`config.mk`:
```
export PLATFORM = sky130hd
export DESIGN_NAME = fp_norm_round_pack_flat
export DESIGN_NICKNAME = d
export VERILOG_FILES = /design/src/rtl/fp_norm_round_pack_if.sv /design/src/rtl/fp_norm_round_pack.sv /design/src/flat_wrapper.sv
export SDC_FILE = /design/constraint.sdc
export NUM_CORES = 1
export LEC_CHECK = 0
export CAP_MARGIN = 20
export CORE_ASPECT_RATIO = 1.25
export CORE_MARGIN = 1.5
export CORE_UTILIZATION = 54
export CTS_CLUSTER_DIAMETER = 60
export DETAILED_ROUTE_END_ITERATION = 16
export MAX_ROUTING_LAYER = met4
export PLACE_DENSITY = 0.87
export SETUP_SLACK_MARGIN = 0.1
export SYNTH_ARGS = -nofsm -noshare
export SYNTH_HDL_FRONTEND = slang
export SYNTH_SLANG_ARGS = --single-unit
```
`constraint.sdc`:
```
create_clock -name clk -period 2.1 [get_ports clk]
set_input_delay 0.63 -clock clk [delete_from_list [all_inputs] [get_ports clk]]
set_output_delay 0.63 -clock clk [all_outputs]
set_load 0.02 [all_outputs]
```
`src/rtl/fp_norm_round_pack_if.sv`:
```
// fp_norm_round_pack_if: valid/ready bus between the adder (master) and the normalize/round/pack stage (slave)
interface fp_norm_round_pack_if #(
  parameter int MW = 10,
  parameter int EW = 5
);
  logic             in_valid;
  logic             in_ready;
  logic [MW:0]      in_mant;
  logic [EW:0]      in_exp;
  logic             in_sgn;
  logic             out_valid;
  logic             out_ready;
  logic [MW+EW:0]   out_word;
  logic             ovf;
  logic             unf;
  logic             zero;
  modport master (
    output in_valid, in_mant, in_exp, in_sgn, out_ready,
    input  in_ready, out_valid, out_word, ovf, unf, zero
  );
  modport slave (
    input  in_valid, in_mant, in_exp, in_sgn, out_ready,
    output in_ready, out_valid, out_word, ovf, unf, zero
  );
endinterface

```
`src/rtl/fp_norm_round_pack.sv`:
```
// fp_norm_round_pack: iterative normalize, round-to-nearest-even and pack stage (ports: clk, reset, slave bus with in/out valid-ready, out_word, ovf/unf/zero)
module fp_norm_round_pack #(
  parameter int MW   = 10,
  parameter int EW   = 5,
  parameter int EMAX = 31
) (
  input  logic                 clk,
  input  logic                 reset,
  fp_norm_round_pack_if.slave  bus
);
  typedef enum logic [2:0] {IDLE, NORM, ROUND, PACK, DONE} state_t;
  localparam logic [EW+1:0] E_ONE = (EW+2)'(1);
  localparam logic [EW+1:0] E_MAX = (EW+2)'(EMAX);
  localparam logic [MW:0]   M_ONE = (MW+1)'(1);
  localparam logic [MW:0]   M_OVF = M_ONE << MW;
  state_t            state_q, state_d;
  logic [MW:0]       m_q, m_d;
  logic [EW+1:0]     e_q, e_d;
  logic              s_q, s_d;
  logic              g_q, g_d;
  logic              st_q, st_d;
  logic              rr_q, rr_d;
  logic              in_ready_q, in_ready_d;
  logic              out_valid_q, out_valid_d;
  logic [MW+EW:0]    word_q, word_d;
  logic              ovf_q, ovf_d;
  logic              unf_q, unf_d;
  logic              zero_q, zero_d;
  logic [MW:0]       m_inc;
  logic [MW+EW:0]    zero_word;
  assign m_inc     = m_q + M_ONE;
  assign zero_word = {s_q, {(MW+EW){1'b0}}};
  always_comb begin
    state_d = state_q;
    m_d     = m_q;
    e_d     = e_q;
    s_d     = s_q;
    g_d     = g_q;
    st_d    = st_q;
    rr_d    = rr_q;
    word_d  = word_q;
    ovf_d   = ovf_q;
    unf_d   = unf_q;
    zero_d  = zero_q;
    unique case (state_q)
      IDLE: if (bus.in_valid) begin
        m_d     = bus.in_mant;
        e_d     = {1'b0, bus.in_exp};
        s_d     = bus.in_sgn;
        g_d     = 1'b0;
        st_d    = 1'b0;
        rr_d    = 1'b0;
        state_d = NORM;
      end
      NORM: if (m_q == '0) begin
        word_d  = zero_word;
        zero_d  = 1'b1;
        state_d = DONE;
      end else if (m_q[MW]) begin
        m_d  = m_q >> 1;
        g_d  = m_q[0];
        st_d = st_q | g_q;
        e_d  = e_q + E_ONE;
      end else if (!m_q[MW-1]) begin
        if (e_q <= E_ONE) begin
          word_d  = zero_word;
          unf_d   = 1'b1;
          zero_d  = 1'b1;
          state_d = DONE;
        end else begin
          m_d = {m_q[MW-1:0], g_q};
          g_d = 1'b0;
          e_d = e_q - E_ONE;
        end
      end else begin
        state_d = ROUND;
      end
      ROUND: if (g_q & (st_q | m_q[0]) & !rr_q) begin
        m_d     = m_inc;
        g_d     = 1'b0;
        rr_d    = m_inc == M_OVF;
        state_d = (m_inc == M_OVF) ? NORM : PACK;
      end else begin
        state_d = PACK;
      end
      PACK: begin
        word_d  = (e_q > E_MAX) ? {s_q, {EW{1'b1}}, {MW{1'b1}}} :
                  (e_q == '0)   ? zero_word : {s_q, e_q[EW-1:0], m_q[MW-1:0]};
        ovf_d   = e_q > E_MAX;
        unf_d   = e_q == '0;
        zero_d  = e_q == '0;
        state_d = DONE;
      end
      DONE: if (bus.out_ready) begin
        ovf_d   = 1'b0;
        unf_d   = 1'b0;
        zero_d  = 1'b0;
        state_d = IDLE;
      end
      default: state_d = IDLE;
    endcase
    in_ready_d  = state_d == IDLE;
    out_valid_d = state_d == DONE;
  end
  always_ff @(posedge clk) begin
    if (reset) begin
      state_q     <= IDLE;
      m_q         <= '0;
      e_q         <= '0;
      s_q         <= 1'b0;
      g_q         <= 1'b0;
      st_q        <= 1'b0;
      rr_q        <= 1'b0;
      in_ready_q  <= 1'b1;
      out_valid_q <= 1'b0;
      word_q      <= '0;
      ovf_q       <= 1'b0;
      unf_q       <= 1'b0;
      zero_q      <= 1'b0;
    end else begin
      state_q     <= state_d;
      m_q         <= m_d;
      e_q         <= e_d;
      s_q         <= s_d;
      g_q         <= g_d;
      st_q        <= st_d;
      rr_q        <= rr_d;
      in_ready_q  <= in_ready_d;
      out_valid_q <= out_valid_d;
      word_q      <= word_d;
      ovf_q       <= ovf_d;
      unf_q       <= unf_d;
      zero_q      <= zero_d;
    end
  end
  assign bus.in_ready  = in_ready_q;
  assign bus.out_valid = out_valid_q;
  assign bus.out_word  = word_q;
  assign bus.ovf       = ovf_q;
  assign bus.unf       = unf_q;
  assign bus.zero      = zero_q;
endmodule

```
`src/flat_wrapper.sv`:
```
// flat-port wrapper written by rule: the top's interface ports become plain ports
module fp_norm_round_pack_flat 
#(
  parameter int MW   = 10,
  parameter int EW   = 5,
  parameter int EMAX = 31
)
  (clk, reset, bus_in_valid, bus_in_mant, bus_in_exp, bus_in_sgn, bus_out_ready, bus_in_ready, bus_out_valid, bus_out_word, bus_ovf, bus_unf, bus_zero);
  fp_norm_round_pack_if #(.MW(MW), .EW(EW)) bus_i ();
  input  logic clk;
  input  logic reset;
  input wire logic [$bits(bus_i.in_valid)-1:0] bus_in_valid;
  input wire logic [$bits(bus_i.in_mant)-1:0] bus_in_mant;
  input wire logic [$bits(bus_i.in_exp)-1:0] bus_in_exp;
  input wire logic [$bits(bus_i.in_sgn)-1:0] bus_in_sgn;
  input wire logic [$bits(bus_i.out_ready)-1:0] bus_out_ready;
  output wire logic [$bits(bus_i.in_ready)-1:0] bus_in_ready;
  output wire logic [$bits(bus_i.out_valid)-1:0] bus_out_valid;
  output wire logic [$bits(bus_i.out_word)-1:0] bus_out_word;
  output wire logic [$bits(bus_i.ovf)-1:0] bus_ovf;
  output wire logic [$bits(bus_i.unf)-1:0] bus_unf;
  output wire logic [$bits(bus_i.zero)-1:0] bus_zero;
  assign bus_i.in_valid = bus_in_valid;
  assign bus_i.in_mant = bus_in_mant;
  assign bus_i.in_exp = bus_in_exp;
  assign bus_i.in_sgn = bus_in_sgn;
  assign bus_i.out_ready = bus_out_ready;
  assign bus_in_ready = bus_i.in_ready;
  assign bus_out_valid = bus_i.out_valid;
  assign bus_out_word = bus_i.out_word;
  assign bus_ovf = bus_i.ovf;
  assign bus_unf = bus_i.unf;
  assign bus_zero = bus_i.zero;
  fp_norm_round_pack #(.MW(MW), .EW(EW), .EMAX(EMAX)) u_core (.clk(clk), .reset(reset), .bus(bus_i));
endmodule
```
Yosys cells after proc, flatten, opt, wreduce, memory -nomap -nowiden
Cells that the tools add are included.
- input bits: 22
- register bits: 46
- output and inout port bits: 21
- word-level logic and storage cells: 113
- eq/ne operators: 19
- mux-type cells: 50
- $lt $le $gt $ge: 2
- bitwise operators: 4
- reduce and logical (&&, ||, !) cells: 21
- $add $sub $neg: 3
- operator list (kind ; number):
    16-bit 2-to-1 mux ; 4
    11-bit 2-to-1 mux ; 5
    7-bit 2-to-1 mux ; 5
    11-bit case mux with 3 select lines ; 1
    16-bit case mux with 2 select lines ; 1
    15-bit 2-to-1 mux ; 2
    3-bit 2-to-1 mux ; 7
    1-bit 2-to-1 mux ; 15
    3-bit case mux with 5 select lines ; 1
    7-bit case mux with 2 select lines ; 1
    4-bit AND reduction ; 3
    6-bit AND reduction ; 2
    11-bit by 1-bit adder with 11-bit output, second input constant ; 1
    11-bit equality test, second input constant ; 1
    11-bit logical NOT ; 1
    10-bit 2-to-1 mux ; 1
    2-bit != test, second input constant ; 5
    5-bit AND reduction ; 2
    1-bit case mux with 3 select lines ; 3
    2-bit nonzero test ; 4
    7-bit by 1-bit adder with 7-bit output, second input constant ; 1
    7-bit by 5-bit greater-than comparator with 1-bit output, second input constant ; 1
    7-bit by 1-bit <= comparator with 1-bit output, second input constant ; 1
    7-bit logical NOT ; 1
    other kinds (17) ; 30

Depth between registers and ports, before layout
Gate-level depths: netlist of the first run.
- depth after elaboration: 7
- mapped depth: 9
- mapped depth without buffers: 8

Worst setup path after synthesis of the first run
No wires, ideal clock.
- kind: flip-flop to flip-flop
- from: register u_core.m_q[0]
- to: register u_core.e_q[0]
- path slack: 163 ps
- data required time: 1972 ps
- stages on the path, launching flop included: 9
- path buffers: 0
- arrival time: 1810 ps
- cells stage by stage: dfxtp_1 inv_1 ha_1 nor4b_2 a21oi_1 a21o_1 a21oi_1 a221oi_1 nor2_1
- cells in the longest elaborated chain, start to end: 3
- ends and longest elaborated chain (element ; RTL line ; RTL):
    start, declared ; fp_norm_round_pack.sv:17 ; logic [MW:0] m_q, m_d;
    start signal, assigned ; fp_norm_round_pack.sv:122 ; m_q <= m_d;
    11-bit logical NOT ; fp_norm_round_pack.sv:55 ; NORM: if (m_q == '0) begin
    2-bit != test (no source line) ; - ;
    5-bit AND reduction (no source line) ; - ;
    end signal, assigned ; fp_norm_round_pack.sv:109 ; e_q <= '0;
    end signal, assigned ; fp_norm_round_pack.sv:123 ; e_q <= e_d;
    end, declared ; fp_norm_round_pack.sv:18 ; logic [EW+1:0] e_q, e_d;
Every way passes these cells.
A chain may end at the register's enable or synchronous reset.

Worst setup path in the final report of the first run
- from: register u_core.m_q[7]
- to: register u_core.e_q[5]
The elaborated chain is that of the path after synthesis.

==> impl_results.md, run 1 <==
- Ys flop type: dfxtp_1
- Critical Path RT: 2.28 ns
- Multi-input gate area: 1918 sq um
- Total die area: 5721 sq um
- Drt wl/cell: 19.90 um
- Setup ws final: 0.04858 ns
- Final Setup Violations: 0
- Clk Latency, worst-skew pair: 0.31 ns
- CTS root buffer: clkbuf_8
- Slew HR: 63.85%
- Crit end category: flop
- Area Overhead vs Synth: 36.29%
- Status: completed
- Die Y: 84.19 um
- Top cell type's share of synthesized area: 32.34%
- Fillers: 332
- Post-Layout Cell Count: 478
- Startpoint types: flop
- Post-synth top cells: 46 x dfxtp_1, 35 x nor2_1, 28 x a21oi_1, 17 x nor3_1, 16 x nand2_1
- DRC viols: 0
- Hold WC Path Type: reg2reg
- TritonCTS Sinks: 46
- Hold Slack: 0.4716 ns
- Vias: 3255
- Initial core utilization: 56.06%
- Register area share after synthesis: 32.34%
- Vias in the first global route: 2916
- Clock Pin Slew Worst Setup and Hold Paths: 0.11 ns
- Dpl hpwl: 5975 um
- Netlist cell types: 65
- Port-buffer cells: 42
- Worst slew pin tran: 0.5377 ns
- Worst path most repeated cell: nor4_2
- Crit Path Category: reg2reg
- Worst path slowest cell: nor4_2
- CTS tree: yes
- Post-Syn Nets: 372
- VDD IR max: 0.8414 mV
- CTS buffer count: 5
- Leak: 1.430 nW
- Die Wd: 67.95 um
- Yosys reg bits: 46
- Clock H-tree levels: 2
- Largest net degree at the start of global routing: 19
- Row count: 29
- Fmax: 487.5 MHz
- RD Place Congestion: 1.028
- Clk_skew: 0.01619 ns
- Share of cells above drive strength 1: 26.44%
- Final nets: 444
- Crit path buffers/inverters: 1
- Cell family with most CP delay: compound AO/OA/AOI/OAI gates
- CORE AREA: 5080 sq um
- Post-route ant nets: 0
- Final WL: 9510 um
- IO Pins: 43
- Fin crit period: 2.051 ns
- Cell with the most instances after synthesis: dfxtp_1
- Reg area: 929.6 sq um
- Syn avg cell area: 8.302 sq um
- DP Worst Slack: -0.2791 ns
- Initial antenna violation count: 0
- Asr flop ratio synth: 0%
- Maxcap violations: 0
- Largest area contributor in the netlist: dfxtp_1
- CP peak stage delay: 0.54 ns
- Starting DRT DRC Count: 559
- GR Overflow Total: 0
- GRT Overall Usage: 31.85%
- CP max FO: 6
- Crit-path cells: nor4_2, a21oi_4, a21o_4, buf_4, a311oi_2, nor4_2
- Antenna cells: 0
- PwrDens: 1194 nW/um^2
- Ranking of synthesized cells by area: dfxtp_1 32%, a21oi_1 4.9%, nor2_1 4.6%, o2bb2ai_1 4.6%, a211oi_1 3.7%
- Cell area after synthesis: 2848 sq um
- Part of the cycle the worst path needs: 97.69%
- Final hold viol count: 0
- Placed Instances: 457
- Worst EP arrival: 2.23 ns
- Final Max Slew Viols: 0
- Vias/cell: 6.810
- Number of enable flip-flop cells after synthesis: 0
- Max Buffers Root-to-Sink: 2
- Mapped Cells: 343
- FF-to-FF setup slack: 0.05 ns
- First-pass GRT wire length: 13970 um
- First-pass DRT Iterations: 6
- Synth Warn #: 0
==> cells by family after synthesis <==
kind of cell,count (synthesis),synth area share [%]
DFF,46,32.34
xor gates and xnor gates,8,2.461
and+or+nand+nor,123,24.03
adders and majority gates,7,3.075
muxes,2,0.7030
buffers and inverters,40,6.810
AOI/OAI and AO/OA,117,30.58
==> through the flow <==
stage                     power (mW)  instance area, sq um  util (%)  setup TNS [ns]
after floorplan                2.642                  2848         -               0
after global placement         3.283                  3490     68.69          -1.224
after detailed placement       3.344                  3490     68.69          -2.096
after CTS                      4.101                  3670     72.24               0
after global routing           4.847                  3881     76.40        -0.06011
final                          4.634                  3881     76.40               0
==> routing by layer <==
| metal | global-route usage [%] | routed length, um | share of wire [%] | vias up |
|---|---|---|---|---|
| li1 | - | - | - | 1435 |
| met1 | 39.59 | 3537 | 37 | 1492 |
| met2 | 50.57 | 4625 | 49 | 261 |
| met3 | 4.021 | 885 | 9.3 | 67 |
| met4 | 14.36 | 462 | 4.9 | 0 |
| met5 | - | 0 | 0 | - |
==> cell usage in the layout, fill, tap and decap left out, types with 3 or more instances in the layout <==
master           instances
clkdlybuf4s50_1         41
a211oi_2                 4
o21ai_0                  8
xor2_1                   3
inv_1                    8
and3_1                   7
nand3_1                 11
o22ai_1                  4
a21oi_1                 25
nand4b_1                 3
a22oi_1                  4
ha_1                     5
nand2b_1                 5
nand2_1                 16
a211oi_1                10
nor2_1                  35
a311oi_2                 4
o2bb2ai_1               15
xnor2_1                  5
nor2b_1                  3
a221oi_1                 4
o31ai_1                  4
inv_6                    3
a21oi_4                  3
nor3_2                   3
a31oi_1                  3
nor4_2                   3
buf_4                   50
dfxtp_1                 43
clkbuf_8                 5
nor3_1                  14
==> state kept, by name, indices dropped and copies added (netlist names), 3 cells and up <==
signal               cells
u_core.e_q               7
u_core.bus.out_word     16
u_core.m_q              11
u_core.state_q           3
==> power by group <==
part | leakage, nW | switching (mW) | internal [mW]
Combinational | 1.00 | 1.58 | 1.21
Sequential | 0.377 | 0.219 | 1.03
Clock | 0.0495 | 0.347 | 0.248
Total | 1.43 | 2.15 | 2.48
==> worst register-to-register path: stages, from the launching register on <==
cell and delay [ns]:
dfxtp_1 0.41, nor4_2 0.54, a21oi_4 0.17, a21o_4 0.29, buf_4 0.16, a311oi_2 0.27, nor4_2 0.08
==> area by class of cell <==
| type | count | area share, % |
|---|---|---|
| well taps | 62 | 1.999 |
| inverters | 10 | 1.032 |
| clock buffers | 5 | 1.773 |
| flip-flops and latches | 46 | 23.95 |
| multi-input cells | 258 | 49.42 |
| clock inverters | 3 | 0.6770 |
| repair buffers | 94 | 21.15 |
==> worst paths after layout <==
path / end / from / cells past startpoint
max: u_core.e_q[5] / u_core.m_q[7] / 6
min: u_core.bus.out_word[2] / u_core.bus.out_word[2] / 1
max reg2reg: u_core.e_q[5] / u_core.m_q[7] / 6
min reg2reg: u_core.bus.out_word[2] / u_core.bus.out_word[2] / 1
==> timing repair <==
action / in CTS / in global routing
pin swaps: 5 / 8
resized for setup: 7 / 37
buffers inserted: 5 / 7
gates cloned: 1 / 0
endpoints found under the setup margin: 19 / 38
hold buffers: 0 / 0
Power figures use the tool's default switching activity.
==> inputs of run 2 (changes only) <==
--- a/config.mk
+++ b/config.mk
@@ -7,7 +7,7 @@
 export LEC_CHECK = 0
 export CAP_MARGIN = 20
 export CORE_ASPECT_RATIO = 1.25
-export CORE_MARGIN = 1.5
+export CORE_MARGIN = 2
 export CORE_UTILIZATION = 54
 export CTS_CLUSTER_DIAMETER = 60
 export DETAILED_ROUTE_END_ITERATION = 16
==> run 2 against run 1 <==
Final cell count shrank 2.1%; final area shrank 3.6%; non-clock buffer count shrank 9.
==> impl_results.md, run 2 (same netlist as run 1, synthesis figures left out) <==
- Vias/cell: 6.519 (was 6.810)
- Vias: 3051 (was 3255)
- Critical Path RT: 2.33 ns (was 2.28 ns)
- Max FFs per register: 16 (unchanged)
- CTS buffer count: 5 (unchanged)
- Final WL: 8634 um (was 9510 um)
- Area Overhead vs Synth: 31.41% (was 36.29%)
- Initial antenna violation count: 0 (unchanged)
- Initial core utilization: 56.06% (unchanged)
- TritonCTS Sinks: 46 (unchanged)
- Reg area: 927.1 sq um (was 929.6 sq um)
- Largest net degree at the start of global routing: 19 (unchanged)
- Multi-input gate area: 1838 sq um (was 1918 sq um)
- Hold WC Path Type: reg2reg (unchanged)
- Setup ws final: 0.1094 ns (was 0.04858 ns)
- Most frequent cells in the layout: 43 x dfxtp_1, 41 x clkdlybuf4s50_1, 40 x buf_4, 33 x nor2_1, 26 x a21oi_1 (was 50 x buf_4, 43 x dfxtp_1, 41 x clkdlybuf4s50_1, 35 x nor2_1, 25 x a21oi_1)
- Clock Pin Slew Worst Setup and Hold Paths: 0.10 ns (was 0.11 ns)
- Clk_skew: 0.008266 ns (was 0.01619 ns)
- Clock H-tree levels: 2 (unchanged)
- GRT Overall Usage: 29.77% (was 31.85%)
- First-pass DRT Iterations: 5 (was 6)
- Clk Latency, worst-skew pair: 0.31 ns (about the same)
- Final Setup Violations: 0 (unchanged)
- CP max FO: 8 (was 6)
- Antenna cells: 0 (unchanged)
- Worst slew pin tran: 0.4283 ns (was 0.5377 ns)
- Dpl hpwl: 5894 um (was 5975 um)
- Max Buffers Root-to-Sink: 2 (unchanged)
- Fillers: 368 (was 332)
- Leak: 1.364 nW (was 1.430 nW)
- Startpoint types: flop (unchanged)
- Die Wd: 68.95 um (was 67.95 um)
- CORE AREA: 5080 sq um (unchanged)
- Row count: 29 (unchanged)
- CTS root buffer: clkbuf_8 (unchanged)
- Share of cells above drive strength 1: 21.92% (was 26.44%)
- Final Total Pwr: 4.266 mW (was 4.634 mW)
- Worst EP arrival: 2.22 ns (was 2.23 ns)
- CTS tree: yes (unchanged)
- Final hold viol count: 0 (unchanged)
- Slew HR: 71.42% (was 63.85%)
- Port-buffer cells: 42 (unchanged)
- RSZ-0062 raised after global routing: yes
- Fmax: 502.4 MHz (was 487.5 MHz)
- Fin crit period: 1.991 ns (was 2.051 ns)
- Final nets: 434 (was 444)
- Crit Path Category: reg2reg (unchanged)
- Vias in the first global route: 2756 (was 2916)
- R2r worst-path depth: 9 (was 6)
- First-pass GRT wire length: 13060 um (was 13970 um)
- Commonest non-fill, non-tap cell in the layout: dfxtp_1 (was buf_4)
- Part of the cycle the worst path needs: 94.79% (was 97.69%)
- Crit end category: flop (unchanged)
- Maxcap violations: 0 (unchanged)
- Starting DRT DRC Count: 487 (was 559)
- Status: completed (unchanged)
- Die Y: 85.19 um (was 84.19 um)
- IO Pins: 43 (unchanged)
- DP Worst Slack: -0.1522 ns (was -0.2791 ns)
- RD Place Congestion: 0.9562 (was 1.028)
- GR Overflow Total: 0 (unchanged)
- Post-route ant nets: 0 (unchanged)
- Final Max Slew Viols: 0 (unchanged)
- VDD IR max: 0.7570 mV (was 0.8414 mV)
- Drt wl/cell: 18.45 um (was 19.90 um)
- Final Core Density: 73.67% (was 76.40%)
- Worst Hold Depth: 2 (was 1)
- PwrDens: 1140 nW/um^2 (was 1194 nW/um^2)
- Total die area: 5874 sq um (was 5721 sq um)
- DRC viols: 0 (unchanged)
==> run 2: cell count changes in the layout (fill, tap and decap cells not counted), moves of 3 or more <==
cell | before | now
a311oi_1 | 0 | 4
nor4_2 | 3 | 0
nor3_1 | 14 | 17
a311oi_2 | 4 | 0
nor3_2 | 3 | 0
buf_4 | 50 | 40
==> run 2: final cells by class <==
cell class | instances | share of cell area [%]
clock inverters | 3 | 0.6687
repair buffers | 85 | 20.46
well taps | 62 | 2.073
multi-input cells | 257 | 49.11
flip-flops and latches | 46 | 24.77
clock buffers | 5 | 1.839
inverters | 10 | 1.070
==> run 2: stage by stage <==
step | hold slack, ns | setup TNS (ns) | instance area (sq um) | cells
after floorplan | 0.4360 | 0 | 2848 | 343
after global placement | 0.4475 | -0.9908 | 3482 | 456
after detailed placement | 0.4522 | -1.630 | 3482 | 456
after CTS | 0.4712 | 0 | 3625 | 466
after global routing | 0.4880 | 0 | 3742 | 468
final | 0.4713 | 0 | 3742 | 468
==> run 2: routing by layer <==
layer | vias up | GRT usage (%) | wire (um) | share of wire (%)
met5 | - | - | 0 | 0
met4 | 0 | 10.87 | 211 | 2.4
met3 | 27 | 4.775 | 647 | 7.5
met2 | 158 | 48.16 | 4395 | 51
met1 | 1458 | 36.77 | 3379 | 39
li1 | 1408 | - | - | -
==> run 2: timing repair <==
item | 4_1_cts | 5_1_grt
resized for setup | 7 | 25
endpoints found under the setup margin | 28 | 35
pin swaps | 2 | 7
hold buffers | 0 | 0
setup buffers | 2 | 2
==> run 2: path summary, 6_finish.rpt <==
check                 from             to  slack (ns)
max          u_core.m_q[1]  u_core.m_q[2]        0.11
min             u_core.s_q     u_core.s_q        0.47
max reg2reg  u_core.m_q[1]  u_core.m_q[2]        0.11
min reg2reg     u_core.s_q     u_core.s_q        0.47
==> run 2: critical path, cell delays in order, from the launching register on <==
cell and delay, ns:
dfxtp_4 0.38, inv_4 0.06, ha_4 0.12, nor4b_4 0.28
a21oi_2 0.16, a21o_4 0.27, o21ai_4 0.27, buf_6 0.16
a211oi_2 0.03, nor3_1 0.18
==> run 2: report_power, final <==
part           leakage, nW  switching (mW)  internal [mW]  total, mW
sequential           0.377           0.211           1.03       1.24
clock               0.0447           0.331          0.241      0.571
combinational        0.943            1.39           1.06       2.46
total                 1.36            1.93           2.33       4.27
==> inputs of run 3 (changes only) <==
--- a/config.mk
+++ b/config.mk
@@ -6,13 +6,15 @@
 export NUM_CORES = 1
 export LEC_CHECK = 0
 export CAP_MARGIN = 20
+export CELL_PAD_IN_SITES_DETAIL_PLACEMENT = 1
+export CELL_PAD_IN_SITES_GLOBAL_PLACEMENT = 1
 export CORE_ASPECT_RATIO = 1.25
 export CORE_MARGIN = 2
-export CORE_UTILIZATION = 54
+export CORE_UTILIZATION = 40
 export CTS_CLUSTER_DIAMETER = 60
 export DETAILED_ROUTE_END_ITERATION = 16
 export MAX_ROUTING_LAYER = met4
-export PLACE_DENSITY = 0.87
+export PLACE_DENSITY = 0.86
 export SETUP_SLACK_MARGIN = 0.1
 export SYNTH_ARGS = -nofsm -noshare
 export SYNTH_HDL_FRONTEND = slang
==> run 3 against run 2 <==
Clock power increased by 23%; setup slack got worse by 0.028 ns; sequential cell count unchanged; power increased by 16%; first-iteration DRC count decreased by 42%; fmax decreased by 1.4%; clock skew about the same; sequential power increased by 4%; largest power group unchanged.
==> impl_results.md, run 3 (same netlist as run 1, synthesis figures left out) <==
- VDD IR max: 0.6274 mV (was 0.7570 mV)
- Most frequent cells in the layout: 59 x buf_4, 42 x dfxtp_1, 41 x clkdlybuf4s50_1, 33 x nor2_1, 26 x a21oi_1 (was 43 x dfxtp_1, 41 x clkdlybuf4s50_1, 40 x buf_4, 33 x nor2_1, 26 x a21oi_1)
- TritonCTS Sinks: 46 (unchanged)
- Fin crit period: 2.019 ns (was 1.991 ns)
- Initial core utilization: 41.07% (was 56.06%)
- FF-to-FF setup slack: 0.08 ns (was 0.11 ns)
- Startpoint types: flop (unchanged)
- Commonest non-fill, non-tap cell in the layout: buf_4 (was dfxtp_1)
- GRT Overall Usage: 30.76% (was 29.77%)
- CTS buffer count: 5 (unchanged)
- CTS tree: yes (unchanged)
- Antenna cells: 0 (unchanged)
- Worst EP arrival: 2.21 ns (was 2.22 ns)
- Leak: 1.466 nW (was 1.364 nW)
- Post-route ant nets: 0 (unchanged)
- Part of the cycle the worst path needs: 96.14% (was 94.79%)
- CORE AREA: 6934 sq um (was 5080 sq um)
- Row count: 34 (was 29)
- Hold WC Path Type: reg2reg (unchanged)
- CTS root buffer: clkbuf_8 (unchanged)
- Final Max Slew Viols: 0 (unchanged)
- Port-buffer cells: 42 (unchanged)
- Logic pwr share: 59.7% (was 57.6%)
- Final WL: 12380 um (was 8634 um)
- R2R Path End: u_core.e_q[4] (was u_core.m_q[2])
- Hold Path Origin: u_core.bus.out_word[11] (was u_core.s_q)
- Die Wd: 79.47 um (was 68.95 um)
- Starting DRT DRC Count: 281 (was 487)
- Worst reg2reg path startpoint: u_core.m_q[1] (unchanged)
- Clk Latency, worst-skew pair: 0.32 ns (was 0.31 ns)
- Crit Path Category: reg2reg (unchanged)
- Final hold viol count: 0 (unchanged)
- Status: completed (unchanged)
- RSZ-0062 raised after global routing: yes (unchanged)
- Clk_skew: 0.008329 ns (was 0.008266 ns)
- Area Overhead vs Synth: 41.17% (was 31.41%)
- Sequential share of power: 26.1% (was 29.0%)
- Cell area after layout: 4020 sq um (was 3742 sq um)
- R2r worst-path depth: 8 (was 9)
- First-pass GRT wire length: 17970 um (was 13060 um)
- Final Total Pwr: 4.954 mW (was 4.266 mW)
- Drt wl/cell: 23.99 um (was 18.45 um)
- IO Pins: 43 (unchanged)
- Max FFs per register: 16 (unchanged)
- Vias: 3290 (was 3051)
- DRC viols: 0 (unchanged)
- Fillers: 806 (was 368)
- Placed cell areas: 3562 sq um (was 3482 sq um)
- Final nets: 454 (was 434)
- Max Buffers Root-to-Sink: 2 (unchanged)
- Largest net degree at the start of global routing: 19 (unchanged)
- Initial antenna violation count: 0 (unchanged)
- Total die area: 7815 sq um (was 5874 sq um)
- Net Switching: 2.276 mW (was 1.934 mW)
- Share of cells above drive strength 1: 27.70% (was 21.92%)
- Placed Instances: 490 (was 456)
- Critical Path RT: 2.29 ns (was 2.33 ns)
- Clock H-tree levels: 2 (unchanged)
- Worst Hold Depth: 1 (was 2)
- RD Place Congestion: 0.9457 (was 0.9562)
- Die Y: 98.34 um (was 85.19 um)
- Maxcap violations: 0 (unchanged)
- Post-Layout Cell Count: 516 (was 468)
- Worst slew pin tran: 0.4959 ns (was 0.4283 ns)
- Vias/cell: 6.376 (was 6.519)
- Clk pwr share: 14.2% (was 13.4%)
- Clock Pin Slew Worst Setup and Hold Paths: 0.10 ns (about the same)
- Vias in the first global route: 3396 (was 2756)
- Slew HR: 66.71% (was 71.42%)
- DP Worst Slack: -0.3139 ns (was -0.1522 ns)
- Crit end category: flop (unchanged)
- CP max FO: 7 (was 8)
- GR Overflow Total: 0 (unchanged)
- Dpl hpwl: 7457 um (was 5894 um)
- Sw Share: 45.94% (was 45.34%)
- Fmax: 495.3 MHz (was 502.4 MHz)
- PwrDens: 1232 nW/um^2 (was 1140 nW/um^2)
- Cts hold-fix bufs: 0 (unchanged)
- Setup ws final: 0.08110 ns (was 0.1094 ns)
- Final Core Density: 57.98% (was 73.67%)
- Power Internal: 2.678 mW (was 2.332 mW)
- Final Setup Violations: 0 (unchanged)
- First-pass DRT Iterations: 5 (unchanged)
- Hold path endpoint: u_core.bus.out_word[11] (was u_core.s_q)
run 3: how the worst max path moves through the flow:
| stage | cells after the start | endpoint | startpoint | slack [ns] |
|---|---|---|---|---|
| 2_1_floorplan | 8 | u_core.e_q[0] | u_core.m_q[0] | 0.16 |
| 3_3_place_gp | 7 | u_core.m_q[4] | bus_in_valid | -0.14 |
| 5_1_grt | 9 | u_core.m_q[0] | u_core.m_q[1] | 0.02 |
| 3_5_place_dp | 7 | u_core.m_q[4] | bus_in_valid | -0.31 |
| 6_report | 8 | u_core.e_q[4] | u_core.m_q[1] | 0.08 |
| 4_1_cts | 10 | u_core.m_q[2] | u_core.m_q[0] | 0.10 |
run 3: final cells by class:
type / count / area, sq um / area share (%)
tap: 90 / 112.6 / 2.801
inverter: 10 / 42.54 / 1.058
multi-input combinational: 258 / 1919 / 47.74
sequential: 46 / 930.9 / 23.16
timing repair buffer: 104 / 904.6 / 22.50
clock inverter: 2 / 37.54 / 0.9337
clock buffer: 6 / 72.57 / 1.805
run 3: worst max-delay path, cell delays in order (launching register included):
cell and delay, ns:
dfxtp_4 0.37, inv_4 0.07, ha_4 0.13, nor4b_4 0.25, a21oi_2 0.10, buf_4 0.16, a21o_4 0.23, a311oi_1 0.49
nor4_2 0.10
run 3: metal layers:
layer	share of wire [%]	global-route usage (%)	wire [um]
met2	52	53.59	6492
met3	4.8	4.991	595
met5	0	-	0
met4	4.8	16.58	592
met1	38	32.63	4697
run 3: metrics by stage:
stage | TNS, ns | hold WS [ns]
finish | 0 | 0.4728
floorplan | 0 | 0.4360
detailed placement | -3.016 | 0.4481
global route | 0 | 0.4901
CTS | 0 | 0.4729
global placement | -1.401 | 0.4485
run 3: power groups by stage:
stage          Combinational [mW]  Clock, mW  Sequential, mW
6_report                     2.96      0.703            1.29
5_1_grt                      3.12      0.735            1.31
4_1_cts                      2.58      0.707            1.26
3_5_place_dp                 2.21          0            1.25
3_3_place_gp                 2.10          0            1.24
2_1_floorplan                1.47          0            1.17
run 3: repair_timing:
| item | in CTS | in global routing |
|---|---|---|
| setup endpoints to repair | 32 | 34 |
| setup buffers | 11 | 6 |
| resized for setup | 19 | 30 |
| pin swaps | 7 | 18 |
| gates cloned | 1 | 0 |
